$ cat config.mk
export PLATFORM = sky130hd
export DESIGN_NAME = cv32e40p_div_frontend
export DESIGN_NICKNAME = d
export VERILOG_FILES = /design/src/rtl/cv32e40p_div_pkg.sv /design/src/rtl/cv32e40p_div_shift_calc.sv /design/src/rtl/cv32e40p_reg_parity.sv /design/src/rtl/cv32e40p_div_frontend.sv
export SDC_FILE = /design/constraint.sdc
export NUM_CORES = 1
export LEC_CHECK = 0
export BUFFER_PORTS_ARGS = -buffer_cell sky130_fd_sc_hd__buf_2
export CORE_ASPECT_RATIO = 0.75
export CORE_MARGIN = 2
export CORE_UTILIZATION = 50
export CTS_CLUSTER_SIZE = 12
export DETAILED_ROUTE_END_ITERATION = 10
export PLACE_DENSITY = 0.73
export SETUP_SLACK_MARGIN = 0.3
export SKIP_LAST_GASP = 1
export SYNTH_ARGS = -nofsm -noshare
export SYNTH_HDL_FRONTEND = slang
export SYNTH_HIERARCHICAL = 1
export SYNTH_SLANG_ARGS = --single-unit
$ cat constraint.sdc
create_clock -name clk -period 74.6 [get_ports clk]
set_input_delay 11.19 -clock clk [delete_from_list [all_inputs] [get_ports clk]]
set_output_delay 11.19 -clock clk [all_outputs]
set_load 0.05 [all_outputs]
$ cat src/rtl/cv32e40p_div_pkg.sv
// rtl/cv32e40p_div_pkg.sv - shared types and default widths for the divider front end
package cv32e40p_div_pkg;

   localparam int DIV_WIDTH     = 32;
   localparam int DIV_LOG_WIDTH = 6;

   typedef enum logic [1:0] {
      DIV_UDIV = 2'd0,
      DIV_DIV  = 2'd1,
      DIV_UREM = 2'd2,
      DIV_REM  = 2'd3
   } div_opcode_e;

   typedef enum logic [2:0] {
      ST_IDLE  = 3'd0,
      ST_ISSUE = 3'd1,
      ST_WAIT  = 3'd2,
      ST_RESP  = 3'd3,
      ST_DRAIN = 3'd4
   } div_state_e;

endpackage

$ cat src/rtl/cv32e40p_div_shift_calc.sv
// rtl/cv32e40p_div_shift_calc.sv - normalising shift for the divisor (leading zeros or redundant sign bits)
module cv32e40p_div_shift_calc
   import cv32e40p_div_pkg::*;
#(
   parameter int WIDTH     = DIV_WIDTH,
   parameter int LOG_WIDTH = DIV_LOG_WIDTH
) (
   input  logic [WIDTH-1:0]     op_b,
   input  logic                 signed_op,
   output logic [LOG_WIDTH-1:0] shift,
   output logic                 is_zero,
   output logic [WIDTH-1:0]     op_b_shifted
);

   logic [WIDTH-1:0]     scan;
   logic [LOG_WIDTH-1:0] count;
   logic                 found;

   // Signed: fold sign copies to zeros and drop the sign bit, so the zero run equals the redundant sign bits.
   always_comb begin
      scan  = signed_op ? {op_b[WIDTH-2:0] ^ {(WIDTH-1){op_b[WIDTH-1]}}, 1'b1} : op_b;
      count = '0;
      found = 1'b0;
      for (int i = WIDTH - 1; i >= 0; i--) begin
         if (!found) begin
            if (scan[i]) found = 1'b1;
            else         count = count + LOG_WIDTH'(1);
         end
      end
   end

   assign is_zero      = (op_b == '0);
   assign shift        = (count == LOG_WIDTH'(WIDTH)) ? LOG_WIDTH'(WIDTH - 1) : count;
   assign op_b_shifted = op_b << shift;

endmodule

$ cat src/rtl/cv32e40p_reg_parity.sv
// rtl/cv32e40p_reg_parity.sv - data register with an even-parity bit and a live error flag
module cv32e40p_reg_parity #(
   parameter int DATA_WIDTH = 32
) (
   input  logic                  clk,
   input  logic                  rst_n,
   input  logic                  we,
   input  logic [DATA_WIDTH-1:0] wdata,
   output logic [DATA_WIDTH-1:0] rdata,
   output logic                  err
);

   logic [DATA_WIDTH-1:0] data_q;
   logic                  parity_q;

   always_ff @(posedge clk or negedge rst_n) begin
      if (!rst_n) begin
         data_q   <= '0;
         parity_q <= 1'b0;
      end else if (we) begin
         data_q   <= wdata;
         parity_q <= ^wdata;
      end
   end

   assign rdata = data_q;
   assign err   = (^data_q) ^ parity_q;

endmodule

$ cat src/rtl/cv32e40p_div_frontend.sv
// rtl/cv32e40p_div_frontend.sv - issue/retire controller around the serial divider core
module cv32e40p_div_frontend
   import cv32e40p_div_pkg::*;
#(
   parameter int WIDTH     = DIV_WIDTH,
   parameter int LOG_WIDTH = DIV_LOG_WIDTH
) (
   input  logic                 clk,
   input  logic                 rst_n,
   input  logic                 req_valid_i,
   output logic                 req_ready_o,
   input  logic [WIDTH-1:0]     op_a_i,
   input  logic [WIDTH-1:0]     op_b_i,
   input  logic [1:0]           opcode_i,
   input  logic                 flush_i,
   output logic                 resp_valid_o,
   input  logic                 resp_ready_i,
   output logic [WIDTH-1:0]     resp_result_o,
   output logic                 busy_o,
   output logic [WIDTH-1:0]     div_op_a_o,
   output logic [WIDTH-1:0]     div_op_b_o,
   output logic [LOG_WIDTH-1:0] div_op_b_shift_o,
   output logic                 div_op_b_is_zero_o,
   output logic                 div_op_b_sign_o,
   output logic [1:0]           div_opcode_o,
   output logic                 div_in_vld_o,
   output logic                 div_out_rdy_o,
   input  logic                 div_out_vld_i,
   input  logic [WIDTH-1:0]     div_res_i,
   input  logic [4:0]           div_mem_err_i,
   output logic [5:0]           mem_err_o,
   output logic                 err_sticky_o
);

   div_state_e       state_q, state_d;
   logic [WIDTH-1:0] op_a_q, op_b_q;
   logic [1:0]       opcode_q;
   logic             accept, capture, res_err, err_q;

   assign req_ready_o = (state_q == ST_IDLE) || ((state_q == ST_RESP) && resp_ready_i);
   assign accept      = req_valid_i && req_ready_o;
   assign capture     = (state_q == ST_WAIT) && div_out_vld_i && !flush_i;

   // A flush coinciding with completion still handshakes the core, so it can go straight to IDLE.
   always_comb begin
      state_d = state_q;
      case (state_q)
         ST_IDLE:  if (accept) state_d = ST_ISSUE;
         ST_ISSUE: state_d = flush_i ? ST_DRAIN : ST_WAIT;
         ST_WAIT: begin
            if (flush_i)            state_d = div_out_vld_i ? ST_IDLE : ST_DRAIN;
            else if (div_out_vld_i) state_d = ST_RESP;
         end
         ST_RESP: begin
            if (accept)                       state_d = ST_ISSUE;
            else if (resp_ready_i || flush_i) state_d = ST_IDLE;
         end
         ST_DRAIN: if (div_out_vld_i) state_d = ST_IDLE;
         default:  state_d = ST_IDLE;
      endcase
   end

   always_ff @(posedge clk or negedge rst_n) begin
      if (!rst_n) begin
         state_q  <= ST_IDLE;
         op_a_q   <= '0;
         op_b_q   <= '0;
         opcode_q <= 2'd0;
         err_q    <= 1'b0;
      end else begin
         state_q <= state_d;
         if (accept) begin
            op_a_q   <= op_a_i;
            op_b_q   <= op_b_i;
            opcode_q <= opcode_i;
         end
         if (|mem_err_o) err_q <= 1'b1;
      end
   end

   cv32e40p_div_shift_calc #(
      .WIDTH     (WIDTH),
      .LOG_WIDTH (LOG_WIDTH)
   ) u_shift_calc (
      .op_b         (op_b_q),
      .signed_op    (opcode_q[0]),
      .shift        (div_op_b_shift_o),
      .is_zero      (div_op_b_is_zero_o),
      .op_b_shifted (div_op_b_o)
   );

   cv32e40p_reg_parity #(
      .DATA_WIDTH (WIDTH)
   ) u_result_reg (
      .clk   (clk),
      .rst_n (rst_n),
      .we    (capture),
      .wdata (div_res_i),
      .rdata (resp_result_o),
      .err   (res_err)
   );

   assign div_op_a_o      = op_a_q;
   assign div_op_b_sign_o = op_b_q[WIDTH-1] & opcode_q[0];
   assign div_opcode_o    = opcode_q;
   assign div_in_vld_o    = (state_q == ST_ISSUE);
   assign div_out_rdy_o   = ((state_q == ST_WAIT) || (state_q == ST_DRAIN)) && div_out_vld_i;
   assign resp_valid_o    = (state_q == ST_RESP);
   assign busy_o          = (state_q != ST_IDLE);
   assign mem_err_o       = {res_err, div_mem_err_i};
   assign err_sticky_o    = err_q;

endmodule
==> metrics.txt <==
Post-synth EDFFs=0; Max Buffers Root-to-Sink=2; largest net degree at the start of global routing=71; setup TNS=0 ns; Yosys reg bits=103; Max Cap Viol=0; signal arrival time at the worst endpoint=25.57 ns; Worst Hold Slack=0.481 ns; startpoint types=register; Post-synth top flop=dfrtp_1; Setup CP Type=register to output port; Clock Sink Count=103; unrepaired setup endpoints after global routing=no; CP most frequent cell=ha_1; crit path time final=36.76 ns; Synth Area in Compound Gates=18.9%; post_cts resized=0; final setup margin=37.84 ns; syn_nets=1591; r2r endpoint=op_b_q[14]; critical hold path startpoint=err_sticky_o; H-tree depth=3; mux contribution to synthesized area=16.6%; Worst R2R Start=state_q[1]; Via density=6.06; final period utilization=49.3%; DR WL/cell=19.2 um; ANT cells=0; final hold violation count=0; worst hold stages=2; Core Rows=49; final setup fails=0; Crit. End Element=output port; Post-Syn Area=12400 sq um; class of the worst hold path=register to register; Worst Tran Pin Value=1.21 ns; FF-to-FF path depth=3; worst slack at placement=38.74 ns; Reg clk slew, reported paths=0.08 ns; sequential share of the synthesized area=20.8%; crit path max fanout=65; Buffers on Ports=226; Nets=1736; Core Box Area=24200 sq um; I/O pins=227; Crit path required time=63.41 ns; Num CTS Buffers=9; post-synthesis adder-cell area fraction=3.03%; initial antenna violation count=0; Simple-Gate Fraction of Synth Area=21.4%; Async S/R FF share, synth=100%; Post-DP HPWL=27800 um; first-pass GRT wire length=58800 um; CTS root buffer=clkbuf_16; Netlist cell types=111; number of global-route vias before repair=10775; Routed WL=37000 um; hold-critical path endpoint=err_sticky_o; Cells after Synth=1452; total gr overflow=0; GR Util All Layers=28.2%; Setup Skew=0.0129 ns; Post-CTS Hold Buffers=0; Final Max Slew Viols=0; Critical-path top delay cell=nand2b_1; Initial DRT Pass Iterations=7; Final GP Congestion=1.00; XOR/XNOR Fraction of Synth Area=13.7%; drt initial violations=1434; fin util=57.2%; CTS tree=built; largest family of logic cells by synthesized area=simple AND/OR/NAND/NOR gates; Yosys Warn Count=6; setup bufs post-CTS=0; Avg Synthesized Cell Area=8.52 sq um; Worst-Skew Late Latency=0.37 ns; DIE AREA=26000 sq um; Layout area overhead=11.6%; die height=140 um; DR vias=11716; antenna-violating nets left=0; CP max stage delay=0.68 ns; status=finished, final reports clean; Starting Density=51.2%; Max Fclk=27.2 MHz; internal reg-to-reg setup slack=72.47 ns; die width=186 um; # DRC=0; Slew headroom=18.7%; share of layout cells above drive strength 1=28.1%
## worst max-delay path by stage
| stage | startpoint | end | slack, ns | cells after the start |
|---|---|---|---|---|
| finish | div_opcode_o[0] | div_op_b_o[17] | 37.84 | 116 |
| detailed placement | div_opcode_o[0] | div_op_b_o[17] | 38.74 | 116 |
| CTS | div_opcode_o[0] | div_op_b_o[17] | 38.25 | 116 |
| global route | div_opcode_o[0] | div_op_b_o[24] | 35.68 | 116 |
| floorplan | op_b_q[31] | div_op_b_o[29] | 40.58 | 119 |
| global placement | div_opcode_o[0] | div_op_b_o[17] | 39.91 | 116 |
## placed cells by master (no fill, tap or decap), types with 12 or more instances in the layout
| master | netlist | routed |
|---|---|---|
| buf_2 | 15 | 225 |
| nor2_1 | 117 | 117 |
| o21ai_0 | 63 | 62 |
| a21o_1 | 22 | 22 |
| inv_1 | 33 | 33 |
| nand4_1 | 16 | 16 |
| mux2i_1 | 62 | 62 |
| xor2_1 | 35 | 34 |
| xnor2_1 | 102 | 101 |
| o22ai_1 | 13 | 13 |
| a21oi_1 | 57 | 57 |
| dfrtp_1 | 103 | 101 |
| ha_1 | 30 | 30 |
| buf_4 | 11 | 12 |
| mux2_4 | 42 | 42 |
| mux2_2 | 66 | 66 |
| nor2b_1 | 17 | 17 |
| a211oi_1 | 15 | 15 |
| nor3_1 | 42 | 42 |
| nand2b_1 | 24 | 24 |
| nand3_1 | 28 | 28 |
| or2_2 | 17 | 17 |
| and3_1 | 12 | 12 |
| nand2_1 | 140 | 140 |
| and2_1 | 18 | 18 |
## cell usage after synthesis, drive strengths merged, types with 11 or more instances
library cell | number | share of area (%)
a211oi | 15 | 0.91
a21o | 22 | 1.3
a21oi | 60 | 2.5
and2 | 21 | 1.1
and3 | 12 | 0.61
buf | 49 | 2.8
clkbuf | 54 | 1.6
dfrtp | 103 | 21
ha | 30 | 3.0
inv | 35 | 1.1
mux2 | 108 | 11
mux2i | 64 | 5.3
nand2 | 143 | 4.4
nand2b | 24 | 1.2
nand3 | 30 | 1.4
nand4 | 17 | 0.98
nor2 | 122 | 4.0
nor2b | 17 | 0.86
nor3 | 42 | 1.7
nor4 | 14 | 1.0
o211ai | 11 | 0.71
o21ai | 73 | 3.0
o22ai | 13 | 0.66
or2 | 24 | 1.2
xnor2 | 114 | 9.2
xor2 | 46 | 4.0
## kinds of logic (layout without fill, tap and decap cells)
group,count (synthesis),in the layout
buf+inv,139,289
mux,173,173
xor+xnor,163,163
flops,103,103
fa+ha+maj,30,30
simple gates,513,513
compound gates,331,331
## area by class of cell
class	instances	area [sq um]
fillers	2184	10300
clock inverters	7	93.8
multi-input cells	1210	9140
flip-flops and latches	103	2580
clock buffers	9	225
repair buffers	237	1220
inverters	36	135
well taps	331	414
## metal layers
metal | share of wire [%] | wire, um | track usage, %
met1 | 46 | 17100 | 41.6
met2 | 43 | 15900 | 41.5
met3 | 8.8 | 3270 | 6.08
met4 | 2.0 | 747 | 7.67
met5 | 0 | 0 | 0
## critical path: cells and delay by family, from the launching register on
family	cells	cell delay, ns
XOR/XNOR	2	0.31
adder cells (fa/ha/maj)	29	8.70
multiplexers	14	3.23
AND/OR/NAND/NOR	28	3.96
buffers and inverters	7	1.67
flip-flops	1	0.34
AO/OA/AOI/OAI	36	6.95
## flip-flops by register name, indices dropped and copies added, names as in the netlist
| name | cells |
|---|---|
| div_op_a_o | 32 |
| op_b_q | 32 |
| u_result_reg/rdata | 32 |
| state_q | 3 |
| div_opcode_o | 2 |
| err_sticky_o | 1 |
| u_result_reg/parity_q | 1 |
## per-stage QoR
step,instance area (sq um),std cells
2_1_floorplan,12400,1452
3_3_place_gp,13500,1917
3_5_place_dp,13500,1917
4_1_cts,13800,1933
5_1_grt,13800,1933
6_report,13800,1933
Power is left out: the tool's default activity adds up to more than one toggle a clock period on the data nets, which glitch-free logic cannot reach.
